### config.mk
export PLATFORM = sky130hd
export DESIGN_NAME = vga_fb_fetch
export DESIGN_NICKNAME = d
export VERILOG_FILES = /design/src/rtl/vga_pkg.sv /design/src/rtl/vga_delay_line.sv /design/src/rtl/vga_fb_fetch.sv
export SDC_FILE = /design/constraint.sdc
export NUM_CORES = 1
export LEC_CHECK = 0
export ABC_AREA = 1
export BUFFER_PORTS_ARGS = -buffer_cell sky130_fd_sc_hd__buf_2
export CAP_MARGIN = 20
export CORE_MARGIN = 4
export CORE_UTILIZATION = 54
export CTS_CLUSTER_SIZE = 30
export DETAILED_ROUTE_END_ITERATION = 6
export PLACE_DENSITY = 0.84
export SETUP_SLACK_MARGIN = 0.1
export SYNTH_ARGS = -nofsm -noshare
export SYNTH_HDL_FRONTEND = slang
export SYNTH_HIERARCHICAL = 1
export SYNTH_SLANG_ARGS = --single-unit
### constraint.sdc
create_clock -name clk -period 1.8 [get_ports clk]
set_clock_uncertainty 0.05 [all_clocks]
set_input_delay 0.09 -clock clk [delete_from_list [all_inputs] [get_ports clk]]
set_output_delay 0.09 -clock clk [all_outputs]
set_load 0.02 [all_outputs]
### src/rtl/vga_pkg.sv
// Shared VGA constants: 640x480@60 timing, framebuffer geometry
// and the pixel colour word used by the fetch and drawing sides.
package vga_pkg;

  localparam int HD      = 640;
  localparam int H_FP    = 16;
  localparam int H_SYNC  = 96;
  localparam int H_BP    = 48;
  localparam int H_TOTAL = HD + H_FP + H_SYNC + H_BP;

  localparam int VD      = 480;
  localparam int V_FP    = 10;
  localparam int V_SYNC  = 2;
  localparam int V_BP    = 33;
  localparam int V_TOTAL = VD + V_FP + V_SYNC + V_BP;

  localparam int SCALE_SHIFT = 2;
  localparam int FB_W        = HD >> SCALE_SHIFT;
  localparam int FB_H        = VD >> SCALE_SHIFT;
  localparam int ADDR_W      = 15;
  localparam int COLOR_W     = 3;
  localparam int RD_LAT      = 1;

  typedef logic [COLOR_W-1:0] rgb_t;

endpackage

### src/rtl/vga_delay_line.sv
// Reset-valued shift register; q is d delayed by DEPTH clocks.
// Ports: clk, rst (async, active-high), d in, q out.
module vga_delay_line #(
  parameter int              WIDTH   = 1,
  parameter int              DEPTH   = 1,
  parameter logic [WIDTH-1:0] RST_VAL = '0
) (
  input  logic             clk,
  input  logic             rst,
  input  logic [WIDTH-1:0] d,
  output logic [WIDTH-1:0] q
);

  logic [WIDTH-1:0] sr [DEPTH];

  always_ff @(posedge clk or posedge rst) begin
    if (rst) begin
      for (int i = 0; i < DEPTH; i++)
        sr[i] <= RST_VAL;
    end else begin
      sr[0] <= d;
      for (int i = 1; i < DEPTH; i++)
        sr[i] <= sr[i-1];
    end
  end

  assign q = sr[DEPTH-1];

endmodule

### src/rtl/vga_fb_fetch.sv
// Framebuffer fetch: maps vga_sync coordinates to reads of a
// double-buffered, downscaled BRAM framebuffer and drives RGB and
// pixel-aligned syncs to the pins; swaps banks at vblank entry.
// Ports: clk, rst (async, active-high); pixel_x/pixel_y and
// hsync_in/vsync_in from vga_sync; fb_rd_en/fb_addr/fb_data to the
// BRAM; swap_req/swap_ack/front_bank to the drawer; frame_start,
// hsync_out, vsync_out, rgb to the pins.
module vga_fb_fetch
  import vga_pkg::*;
#(
  parameter int P_HD          = HD,
  parameter int P_VD          = VD,
  parameter int P_SCALE_SHIFT = SCALE_SHIFT,
  parameter int P_FB_W        = FB_W,
  parameter int P_ADDR_W      = ADDR_W,
  parameter int P_COLOR_W     = COLOR_W,
  parameter int P_RD_LAT      = RD_LAT
) (
  input  logic                 clk,
  input  logic                 rst,
  input  logic [9:0]           pixel_x,
  input  logic [9:0]           pixel_y,
  input  logic                 hsync_in,
  input  logic                 vsync_in,
  output logic                 fb_rd_en,
  output logic [P_ADDR_W:0]    fb_addr,
  input  logic [P_COLOR_W-1:0] fb_data,
  input  logic                 swap_req,
  output logic                 swap_ack,
  output logic                 front_bank,
  output logic                 frame_start,
  output logic                 hsync_out,
  output logic                 vsync_out,
  output logic [P_COLOR_W-1:0] rgb
);

  // Address stage + BRAM latency; rgb register closes the pipe.
  localparam int DLY = P_RD_LAT + 1;

  localparam logic [9:0] HD_C = 10'(P_HD);
  localparam logic [9:0] VD_C = 10'(P_VD);

  // row * FB_W as a constant shift-add: one adder per set bit
  // of FB_W (160 = 128 + 32), no multiplier.
  function automatic logic [P_ADDR_W-1:0] row_base(
    input logic [P_ADDR_W-1:0] r
  );
    logic [P_ADDR_W-1:0] acc;
    acc = '0;
    for (int i = 0; i < P_ADDR_W; i++)
      if (P_FB_W[i])
        acc = acc + (r << i);
    return acc;
  endfunction

  logic                active;
  logic                vblank;
  logic [P_ADDR_W-1:0] row_w;
  logic [P_ADDR_W-1:0] col_w;
  logic [P_ADDR_W-1:0] lin;
  logic                active_d;
  logic                pending;

  assign active = (pixel_x < HD_C) && (pixel_y < VD_C);
  assign vblank = (pixel_x == 10'd0) && (pixel_y == VD_C);

  assign row_w = P_ADDR_W'(pixel_y >> P_SCALE_SHIFT);
  assign col_w = P_ADDR_W'(pixel_x >> P_SCALE_SHIFT);
  assign lin   = row_base(row_w) + col_w;

  // Stage A: address is held while blanked.
  always_ff @(posedge clk or posedge rst) begin
    if (rst) begin
      fb_rd_en <= 1'b0;
      fb_addr  <= '0;
    end else begin
      fb_rd_en <= active;
      if (active)
        fb_addr <= {front_bank, lin};
    end
  end

  // hsync_in already lags the coordinates by one clock.
  vga_delay_line #(
    .WIDTH   (2),
    .DEPTH   (DLY),
    .RST_VAL (2'b11)
  ) u_sync_dly (
    .clk (clk),
    .rst (rst),
    .d   ({hsync_in, vsync_in}),
    .q   ({hsync_out, vsync_out})
  );

  vga_delay_line #(
    .WIDTH   (1),
    .DEPTH   (DLY),
    .RST_VAL (1'b0)
  ) u_act_dly (
    .clk (clk),
    .rst (rst),
    .d   (active),
    .q   (active_d)
  );

  // Stage C: blanking applied at the output register.
  always_ff @(posedge clk or posedge rst) begin
    if (rst)
      rgb <= '0;
    else
      rgb <= active_d ? fb_data : '0;
  end

  // A request landing on the vblank clock is taken at once;
  // one arriving on the ack clock re-arms for the next frame.
  always_ff @(posedge clk or posedge rst) begin
    if (rst) begin
      front_bank  <= 1'b0;
      pending     <= 1'b0;
      swap_ack    <= 1'b0;
      frame_start <= 1'b0;
    end else begin
      frame_start <= vblank;
      swap_ack    <= 1'b0;
      if (vblank && (pending || swap_req)) begin
        front_bank <= ~front_bank;
        pending    <= 1'b0;
        swap_ack   <= 1'b1;
      end else if (swap_req) begin
        pending <= 1'b1;
      end
    end
  end

endmodule

## Word level (Yosys, flattened, before mapping)

Index checks and enable logic that the tools add are counted.

- Flip-flop bits (word level): 29
- Input port bits: 28
- Output and inout port bits: 25
- Word-level logic and storage cells: 26

- Add/sub/neg operators: 2
- $lt $le $gt $ge: 2
- Eq/ne operators: 1
- Multiplexer cells: 4
- Bitwise gates (word level): 1
- Reduce and logical (&&, ||, !) cells: 6

Operator list:

| cell | number |
|---|---|
| 13-bit by 15-bit adder with 15-bit output | 1 |
| 15-bit by 8-bit adder with 15-bit output | 1 |
| 10-bit by 9-bit == test with 1-bit output, second input constant | 1 |
| 10-bit zero test | 1 |
| 10-bit < comparator, second input constant | 1 |
| 10-bit by 9-bit < comparator with 1-bit output, second input constant | 1 |
| 1-bit logical AND | 3 |
| 1-bit two-way mux | 3 |
| 3-bit two-way mux | 1 |
| 2-bit nonzero test | 1 |
| 1-bit logical OR | 1 |
| 1-bit NOT | 1 |

## Logic depth before layout (Yosys ltp)

Gate-level depths: netlist (run 1).

- Depth in word-level cells: 4
- Gate-level depth with buffers: 11
- Gate-level depth less buffers: 11

## Hierarchy

Netlist (run 1), hierarchy kept.

Modules (own cells, without submodules):

| module | times used | cells an instance | area an instance (um^2) | sequential area each (um^2) |
|---|---|---|---|---|
| vga_fb_fetch | 1 | 188 | 1491.4 | 600.6 |
| vga_delay_line (u_sync_dly) | 1 | 7 | 123.9 | 105.1 |
| vga_delay_line (u_act_dly) | 1 | 3 | 53.8 | 50.0 |

## Worst setup path before layout (run 1)

No wires, ideal clock.

- Kind: in2reg
- Start point: input pixel_x[9]
- End point: register fb_addr[14]
- Library setup time: 118 ps
- Arrival: 1611 ps
- Required time: 1632 ps
- Path slack: 21 ps
- Cell stages on the path: 10
- Path buffers: 0
- Cells stage by stage: inv_1 fa_1 inv_1 fa_1 nand2_1 nand2_1 nand3_1 nand3_1 nor2_1 nor2_2

- Word-level cells in the longest chain between the ends: 2
- Elaborated cells on any way between the ends: 3
- Classes of those cells: add/sub (1); order compare (1); reduce/logical (1)

RTL lines:

| what | RTL line | RTL |
|---|---|---|
| start, declared | vga_fb_fetch.sv:21 | `input logic [9:0] pixel_x,` |
| parallel branches: the longest is 2 deep, another holds 15-bit by 8-bit adder with 15-bit output | n/a |  |
| end signal, assigned | vga_fb_fetch.sv:79 | `fb_addr <= {front_bank, lin};` |
| end, declared | vga_fb_fetch.sv:26 | `output logic [P_ADDR_W:0] fb_addr,` |

Several ways; the timed one is not identified.
A chain may end at the register's enable or synchronous reset.

## Worst setup path in the final report (run 1)

- Start point: input pixel_x[9]
- End point: register fb_addr[10]

The elaborated chain is that of the path after synthesis.

==> results.json, run 1 <==
{
  "regToRegStartpoint": "pending",
  "status": "completed",
  "reg2regPathDepth": 5,
  "rr_endpoint": "front_bank",
  "rsz0062_at_grt": "no",
  "max_freq_mhz": 689,
  "cts_sinks": 30,
  "io_pins": 53,
  "antenna_cells": 0,
  "firstDrtPassIters": 4,
  "core-area_sq_mm": 0.00285,
  "grt_usage": 0.211,
  "vias_per_cell": 4.82,
  "vias": 1460,
  "cp_max_fo": 3,
  "netlist-cell-type-count": 24,
  "setup_tns_ns": 0,
  "cts.path.max_buffers": 2,
  "ctsResizeCount": 0,
  "antenna_found_initial": 0,
  "yosys_warnings": 6,
  "gp_congestion": 0.766,
  "synth_seq_cells": 30,
  "seqCellArea_sq_um": 756,
  "synth_nets": 243,
  "drc": 0,
  "slew_headroom": 0.435,
  "start_kind": "input port",
  "rrSetupSlack_ns": 0.91,
  "path_class": "input port to flop",
  "syn_inst": 198,
  "crit_arrival_ns": 1.59,
  "postCtsSetupBuffers": 0,
  "drtIter0Drc": 121,
  "worst-slew-pin-transition_ns": 0.845,
  "dp_hpwl_um": 2630,
  "start_util": 0.585,
  "wl_per_cell_um": 12.9,
  "crit_slowest_cell": "fa_1",
  "period_share": 0.806,
  "die_area_sq_mm": 0.00404,
  "endpoint": "fb_addr[10]",
  "hold_buffers": 12,
  "routed_wl_um": 3910,
  "ir_drop_uv": 346,
  "startpoint": "pixel_x[9]",
  "grt_start_max_net_pins": 21,
  "setup_violations": 0,
  "grt_pass1_vias": 1443,
  "cts_tree": "done",
  "nFillCells": 221,
  "pwr_density_cell_mw_per_mm2": 856,
  "cp.required_ns": 1.94,
  "cts_max_level": 2,
  "instances_no_fill": 303,
  "clk_pin_slew_ns": 0.10,
  "endpoint_kind": "flop",
  "synth.avg_cell_area_sq_um": 8.43,
  "syn_area_sq_mm": 0.00167,
  "slew_violations": 0,
  "ys_seq_area_frac": 0.453,
  "path_cells": "buf_2, inv_1, fa_1, inv_1, fa_2, nand2_1, nand2_1, nand2_1, xor2_1, o21ai_1",
  "ant_nets": 0,
  "leakagePower_nw": 1.28,
  "fin_nets": 316,
  "crit_path_frequent_cell": "nand2_1",
  "final_cell_mix": "nand2_1 (69), buf_2 (52), inv_1 (28)",
  "min_period_ns": 1.45,
  "cts_buffers": 5,
  "chipWidth_um": 63.6,
  "grt_pass1_wl_um": 6540,
  "finalPower_w": 0.00187,
  "fin_ws_ns": 0.349,
  "rows": 19,
  "fp.dieH_um": 63.6,
  "insertion_delay_ns": 0.33,
  "post-place-ws_ns": -0.00708,
  "multiInputGateArea_sq_um": 766,
  "hold_path_class": "input port to flop",
  "drive_above_1_share": 0.309,
  "final_common_cell": "nand2_1",
  "grt_overflow": 0,
  "whs_ns": 0.0258,
  "dp.cells": 283,
  "portBuffers": 52,
  "syn_to_final_growth_pct": 30.6,
  "critical_path.max_stage_delay_ns": 0.53,
  "cap_viol_max_count": 0,
  "cts_root_buf": "clkbuf_4",
  "hold_violations": 0
}
## metrics by stage
stage	area [sq um]	util
2_1_floorplan	1670	-
3_3_place_gp	1980	0.695
3_5_place_dp	1980	0.695
4_1_cts	2180	0.764
5_1_grt	2180	0.764
6_report	2180	0.764
## per-layer routing
metal | GRT usage | part of all wire
met5 | 0 | 0
met4 | 0.0863 | 0.017
met3 | 0.0409 | 0.057
met2 | 0.368 | 0.52
met1 | 0.253 | 0.41
## worst max-delay path: cells and delay by family
| family | cells | cell delay (ns) |
|---|---|---|
| AO/OA/AOI/OAI | 1 | 0.07 |
| adder cells (fa/ha/maj) | 2 | 0.87 |
| buffers and inverters | 3 | 0.19 |
| AND/OR/NAND/NOR | 3 | 0.22 |
| XOR/XNOR | 1 | 0.14 |
## Yosys cell counts
master,number,area [sq um]
o21ai_1,5,25.0
nand2_2,1,6.26
a21oi_1,3,15.0
nand3_1,9,45.0
nand3_2,1,10.0
dfstp_2,4,105
xnor2_1,1,8.76
or2_2,3,18.8
nor2_1,14,52.6
a21oi_2,1,8.76
buf_4,4,30.0
fa_1,2,40.0
inv_2,1,3.75
ha_1,15,188
nor2_2,2,12.5
o211ai_2,1,12.5
nand2_1,69,259
inv_1,28,105
nor2_4,2,22.5
buf_6,1,11.3
nand3b_1,2,15.0
nand4_1,1,6.26
xor2_1,2,17.5
dfrtp_1,26,651
## cells by family (layout without fill, tap and decap cells)
group | Yosys count | after routing | share of synthesized area
and+or+nand+nor | 104 | 104 | 0.268
AOI/OAI and AO/OA | 10 | 10 | 0.0367
xor gates and xnor gates | 3 | 3 | 0.0157
DFF | 30 | 30 | 0.453
buffers and inverters | 34 | 108 | 0.0900
adders and majority gates | 17 | 17 | 0.136
## report_power, final
group,switching (W),internal (W)
Sequential,0.0000404,0.000756
Combinational,0.000327,0.000215
Clock,0.000239,0.000287
## sequential cells by signal (all words and copies together), names as in the netlist
signal	flops
fb_addr	16
fb_rd_en	1
frame_start	1
front_bank	1
pending	1
rgb	3
swap_ack	1
u_act_dly/q	1
u_act_dly/sr	1
u_sync_dly/q	2
u_sync_dly/sr	2
## area by class of cell
type                            instances  share of cell area
Multi-Input combinational cell        134               0.351
Sequential cell                        30               0.347
Timing Repair Buffer                   71               0.199
Inverter                               29              0.0499
Clock inverter                          3              0.0184
Tap cell                               31              0.0178
Clock buffer                            5              0.0172
## worst min-delay path by stage
stage | startpoint | to | slack, ns | depth (start not counted)
6_report | pixel_y[5] | u_act_dly/sr[1] | 0.03 | 2
4_1_cts | pixel_y[5] | u_act_dly/sr[1] | 0.02 | 2
2_1_floorplan | rst | u_act_dly/q | -0.22 | 1
3_3_place_gp | rst | u_act_dly/q | -0.09 | 2
3_5_place_dp | rst | u_act_dly/sr[1] | -0.09 | 2
5_1_grt | pixel_y[5] | u_act_dly/sr[1] | 0.04 | 2
Power figures use the tool's default switching activity.
==> run 2, diff against run 1 <==
--- a/config.mk
+++ b/config.mk
@@ -5,14 +5,14 @@
 export SDC_FILE = /design/constraint.sdc
 export NUM_CORES = 1
 export LEC_CHECK = 0
-export ABC_AREA = 1
+export ABC_AREA = 0
 export BUFFER_PORTS_ARGS = -buffer_cell sky130_fd_sc_hd__buf_2
 export CAP_MARGIN = 20
 export CORE_MARGIN = 4
-export CORE_UTILIZATION = 54
+export CORE_UTILIZATION = 49
 export CTS_CLUSTER_SIZE = 30
 export DETAILED_ROUTE_END_ITERATION = 6
-export PLACE_DENSITY = 0.84
+export PLACE_DENSITY = 0.78
 export SETUP_SLACK_MARGIN = 0.1
 export SYNTH_ARGS = -nofsm -noshare
 export SYNTH_HDL_FRONTEND = slang
==> constraint.sdc (replaced) <==
create_clock -name clk -period 1.38 [get_ports clk]
set_clock_uncertainty 0.05 [all_clocks]
set_input_delay 0.069 -clock clk [delete_from_list [all_inputs] [get_ports clk]]
set_output_delay 0.069 -clock clk [all_outputs]
set_load 0.02 [all_outputs]
==> run 2 against run 1 <==
The run now ends with negative setup slack left. Total power increased by 42%. Hold slack improved by 0.0032 ns. Via count increased by 0.96%. Critical path depth increased by 1. Die area increased by 0.69%. Cell count decreased by 5.3%. Largest power group unchanged. Clock power increased by 39%.
==> results.json, run 2 <==
{
  "path_class": "input port to flop",
  "cts_sinks": 30,
  "synth_edf_count": 0,
  "hold_path_class": "input port to flop",
  "grt_overflow": 0,
  "yosysMostFrequentCell": "nand2_1",
  "reg.largest.list": "fb_addr (16), rgb (3)",
  "syn_to_final_growth_pct": 55.2,
  "fp.dieH_um": 63.8,
  "slew_headroom": 0.766,
  "largest-register": "fb_addr",
  "seqPwrFrac": 0.391,
  "post-place-ws_ns": -0.803,
  "rows": 19,
  "netlist-cell-type-count": 34,
  "synth_ff_type": "dfrtp_1",
  "start_kind": "input port",
  "p_comb_frac": 0.333,
  "grt_pass1_wl_um": 7220,
  "grt_start_max_net_pins": 25,
  "holdPathStages": 4,
  "endpoint_kind": "flop",
  "wl_per_cell_um": 15.8,
  "cts_max_level": 2,
  "vias": 1474,
  "period_share": 1.28,
  "portBuffers": 52,
  "drive_above_1_share": 0.473,
  "worst-slew-pin-transition_ns": 0.348,
  "core-area_sq_mm": 0.00288,
  "setup_violations": 7,
  "hp-start": "pixel_y[1]",
  "die_area_sq_mm": 0.00407,
  "seqCellArea_sq_um": 756,
  "synth_nets": 193,
  "drtIter0Drc": 57,
  "pwr_density_cell_mw_per_mm2": 1120,
  "cts_buffers": 5,
  "synth_top_area_share": 0.426,
  "regToRegStartpoint": "pending",
  "rsz0062_at_grt": "yes",
  "hold_violations": 0,
  "status": "complete, but fails checks",
  "fin_util": 0.824,
  "cts_tree": "done",
  "grt_pass1_vias": 1577,
  "ys_async_sr_fraction": 1.00,
  "yosys_warnings": 6,
  "firstDrtPassIters": 4,
  "multiInputGateArea_sq_um": 798,
  "cp_max_fo": 2,
  "rrSetupSlack_ns": 0.43,
  "rr_endpoint": "front_bank",
  "grt_usage": 0.230,
  "reg2regPathDepth": 3,
  "clk_pin_slew_ns": 0.10,
  "start_util": 0.531,
  "p_switching_w": 0.000837,
  "postPlaceCellArea_sq_mm": 0.00203,
  "cp.required_ns": 1.56,
  "ys_seq_area_frac": 0.495,
  "dp_hpwl_um": 3130,
  "gp_congestion": 0.911,
  "fin_ws_ns": -0.385,
  "insertion_delay_ns": 0.33,
  "min_period_ns": 1.76,
  "slew_violations": 0,
  "clock_power_share": 0.276,
  "cap_viol_max_count": 0,
  "cts_root_buf": "clkbuf_4",
  "synth_largest_area_cell": "dfrtp_1",
  "vias_per_cell": 5.14,
  "antenna_cells": 0,
  "drc": 0,
  "ant_nets": 0,
  "final_common_cell": "buf_2",
  "max_freq_mhz": 567,
  "syn_inst": 148,
  "ir_drop_uv": 852,
  "design_area_sq_mm": 0.00237,
  "hold_path_end": "front_bank",
  "fin_nets": 289,
  "internal_power_w": 0.00182,
  "final_cell_mix": "buf_2 (50), nand2_1 (34), buf_4 (30)",
  "nFillCells": 173,
  "io_pins": 53,
  "netSwitchingFraction": 0.315,
  "synth.area.top_cells": "dfrtp_1 (43%), ha_1 (12%), nand2_1 (8.4%), dfstp_2 (6.9%), fa_1 (2.6%)",
  "crit_arrival_ns": 1.94,
  "leakagePower_nw": 1.25,
  "chipWidth_um": 63.8,
  "yosys-top-cells-count": "nand2_1 (34), dfrtp_1 (26), ha_1 (15)",
  "syn_area_sq_mm": 0.00153,
  "largest_reg_flops": 16,
  "cts.path.max_buffers": 2,
  "violations": "negative setup slack",
  "synth.avg_cell_area_sq_um": 10.3,
  "routed_wl_um": 4530,
  "synth_seq_cells": 30,
  "antenna_found_initial": 0
}
[run 2: metrics by stage]
| step | hold WS [ns] | instances | TNS (ns) | power [W] |
|---|---|---|---|---|
| floorplan | -0.240 | 148 | -2.08 | 0.00149 |
| global placement | -0.110 | 262 | -6.01 | 0.00177 |
| detailed placement | -0.0990 | 262 | -6.50 | 0.00180 |
| CTS | 0.0368 | 286 | -1.86 | 0.00260 |
| global route | 0.0372 | 287 | -2.37 | 0.00280 |
| finish | 0.0290 | 287 | -2.02 | 0.00266 |
[run 2: layout make-up]
cell class	count	area share
Multi-Input combinational cell	102	0.337
Timing Repair Buffer	95	0.267
Clock inverter	1	0.0127
Sequential cell	30	0.319
Inverter	10	0.0190
Tap cell	42	0.0222
Clock buffer	7	0.0232
[run 2: timing repair]
action,in CTS,in global routing
hold endpoints to repair,42,0
hold buffers,12,0
gates resized for setup,12,10
endpoints found under the setup margin,7,17
pin swaps,5,5
buffers inserted,4,2
[run 2: worst max path at each step]
stage / startpoint / to / cells past startpoint
finish: pixel_x[9] / fb_addr[13] / 11
global route: pixel_x[9] / fb_addr[13] / 11
CTS: pixel_x[9] / fb_addr[14] / 9
detailed placement: pixel_x[9] / fb_addr[14] / 9
global placement: pixel_x[9] / fb_addr[14] / 9
floorplan: pixel_x[9] / fb_addr[14] / 8
[run 2: kinds of logic (layout without fill, tap and decap cells)]
group / Yosys count / count (layout) / share of synthesized area
buffers and inverters: 16 / 113 / 0.0508
flip-flops: 30 / 30 / 0.495
adder cells (fa/ha/maj): 17 / 17 / 0.149
XOR/XNOR: 4 / 4 / 0.0230
multiplexers: 1 / 1 / 0.00656
AO/OA/AOI/OAI: 22 / 22 / 0.0951
AND/OR/NAND/NOR: 58 / 58 / 0.180
[run 2: layer usage]
metal,part of all wire,track usage,wire length (um)
met5,0,0,0
met4,0.039,0.132,178
met3,0.058,0.0613,262
met2,0.53,0.397,2420
met1,0.37,0.253,1670
[run 2: worst max-delay path, cell delays in order]
cell,delay (ns)
buf_8,0.09
inv_8,0.03
fa_1,0.55
inv_2,0.05
buf_4,0.14
ha_4,0.27
nand3_4,0.06
buf_4,0.14
a211oi_4,0.25
nor3_2,0.07
o31ai_1,0.22
[run 2: power by group through the flow]
stage          Combinational (W)  Clock, W  Sequential [W]
6_report                0.000885  0.000733         0.00104
2_1_floorplan           0.000311         0         0.00118
5_1_grt                 0.000959  0.000784         0.00105
4_1_cts                 0.000828  0.000737         0.00104
3_5_place_dp            0.000741         0         0.00106
3_3_place_gp            0.000719         0         0.00105
==> run 3, diff against run 2 <==
--- a/config.mk
+++ b/config.mk
@@ -14,6 +14,7 @@
 export DETAILED_ROUTE_END_ITERATION = 6
 export PLACE_DENSITY = 0.78
 export SETUP_SLACK_MARGIN = 0.1
+export SKIP_LAST_GASP = 1
 export SYNTH_ARGS = -nofsm -noshare
 export SYNTH_HDL_FRONTEND = slang
 export SYNTH_HIERARCHICAL = 1
==> run 3 against run 2 <==
The run still ends with negative setup slack left. Count of clock-buffer cells in the layout did not move. Non-clock buffer count did not move. Setup slack better by 0.0062 ns. Hold slack lost 0.00059 ns. Register-to-register slack about the same. Total power about the same. Die area did not move. Largest cell class unchanged. Highest routed layer unchanged.
==> results.json, run 3 (synthesized netlist as in run 2, its figures left out) <==
{
  "gp_congestion": 0.911,
  "dp_hpwl_um": 3130,
  "start_kind": "input port",
  "violations": "negative setup slack",
  "path_class": "input port to flop",
  "finalPower_w": 0.00265,
  "portBuffers": 52,
  "ir_drop_uv": 859,
  "worst-slew-pin-transition_ns": 0.331,
  "endpoint_kind": "flop",
  "vias_per_cell": 5.07,
  "final_cell_mix": "buf_2 (50), nand2_1 (34), buf_4 (30)",
  "grt_start_max_net_pins": 25,
  "routed_wl_um": 4510,
  "cts.path.max_buffers": 2,
  "pwr_density_cell_mw_per_mm2": 1120,
  "min_period_ns": 1.76,
  "ant_nets": 0,
  "largest-register": "fb_addr",
  "drtIter0Drc": 76,
  "vias": 1456,
  "cap_viol_max_count": 0,
  "core-area_sq_mm": 0.00288,
  "cts_max_level": 2,
  "leakagePower_nw": 1.25,
  "reg.largest.list": "fb_addr (16), rgb (3)",
  "antenna_found_initial": 0,
  "fin_util": 0.822,
  "wl_per_cell_um": 15.7,
  "rsz0062_at_grt": "yes",
  "largest_reg_flops": 16,
  "max_freq_mhz": 569,
  "start_util": 0.531,
  "grt_pass1_wl_um": 7220,
  "die_area_sq_mm": 0.00407,
  "rows": 19,
  "cp.required_ns": 1.54,
  "hold_path_class": "input port to flop",
  "fin_ws_ns": -0.379,
  "firstDrtPassIters": 4,
  "status": "complete, but fails checks",
  "drive_above_1_share": 0.469,
  "hold_violations": 0,
  "cts_tree": "done",
  "cp_max_fo": 2,
  "period_share": 1.27,
  "fp.dieH_um": 63.8,
  "insertion_delay_ns": 0.33,
  "io_pins": 53,
  "crit_slowest_cell": "fa_1",
  "grt_overflow": 0,
  "cts_root_buf": "clkbuf_4",
  "grt_pass1_vias": 1577,
  "slew_headroom": 0.779,
  "whs_ns": 0.0284,
  "fin_nets": 289,
  "chipWidth_um": 63.8,
  "setup_violations": 7,
  "clk_pin_slew_ns": 0.10,
  "grt_usage": 0.230,
  "cts_buffers": 5,
  "drc": 0,
  "crit_arrival_ns": 1.92,
  "slew_violations": 0,
  "critical_path.max_stage_delay_ns": 0.55,
  "syn_to_final_growth_pct": 54.9,
  "antenna_cells": 0,
  "cts_sinks": 30,
  "nFillCells": 173,
  "path_cells": "buf_8, inv_8, fa_1, inv_2, fa_2, a211oi_2, o21ai_2, and3_4, o41a_1",
  "final_common_cell": "buf_2"
}
==> run 3: path summary, 6_finish.rpt <==
kind | from | endpoint | slack [ns] | cells after the start
hold reg to reg | u_sync_dly/sr[3] | u_sync_dly/q[1] | 0.31 | 0
max in group asynchronous | rst | fb_addr[13] | 0.73 | 4
min in group asynchronous | rst | u_act_dly/sr[1] | 0.10 | 3
setup / recovery | pixel_x[9] | fb_addr[14] | -0.38 | 9
hold / removal | pixel_y[1] | front_bank | 0.03 | 4
setup reg to reg | pending | front_bank | 0.43 | 3
==> run 3: per-layer routing <==
metal	vias up	track usage	share of wire
li1	696	-	-
met1	692	0.253	0.37
met2	53	0.397	0.53
met3	15	0.0613	0.051
met4	0	0.132	0.039
met5	-	0	0
==> run 3: area by class of cell <==
| cell class | count | area (sq um) | area share |
|---|---|---|---|
| inverters | 10 | 45.0 | 0.0190 |
| clock buffers | 7 | 55.1 | 0.0233 |
| repair buffers | 95 | 633 | 0.268 |
| clock inverters | 1 | 30.0 | 0.0127 |
| well taps | 42 | 52.6 | 0.0222 |
| multi-input cells | 102 | 793 | 0.335 |
| flip-flops and latches | 30 | 756 | 0.320 |
==> run 3: power by group <==
| group | switching (W) | internal (W) |
|---|---|---|
| combinational | 0.000485 | 0.000397 |
| clock | 0.000302 | 0.000432 |
| sequential | 0.0000494 | 0.000989 |
| total | 0.000836 | 0.00182 |
==> run 3: critical path: cells and delay by family <==
kind,cells,cell delay (ns)
adder cells (fa/ha/maj),2,0.90
buffers and inverters,3,0.17
AO/OA/AOI/OAI,3,0.62
AND/OR/NAND/NOR,1,0.16
==> run 3: stage by stage <==
| stage | worst slack, ns | area (sq um) | TNS [ns] | cells |
|---|---|---|---|---|
| 2_1_floorplan | -0.534 | 1560 | -2.08 | 148 |
| 3_3_place_gp | -0.727 | 2030 | -6.01 | 262 |
| 3_5_place_dp | -0.803 | 2030 | -6.50 | 262 |
| 4_1_cts | -0.373 | 2310 | -1.86 | 286 |
| 5_1_grt | -0.435 | 2360 | -2.34 | 287 |
| 6_report | -0.379 | 2360 | -2.00 | 287 |
==> run 3: timing repair <==
item                                    in CTS  in global routing
pin swaps                                    5                  5
hold buffers                                12                  0
gates cloned                                 0                  0
endpoints found under the setup margin       7                 17
endpoints found under the hold margin       42                  0
resized for setup                           12                  9
buffers inserted                             4                  2
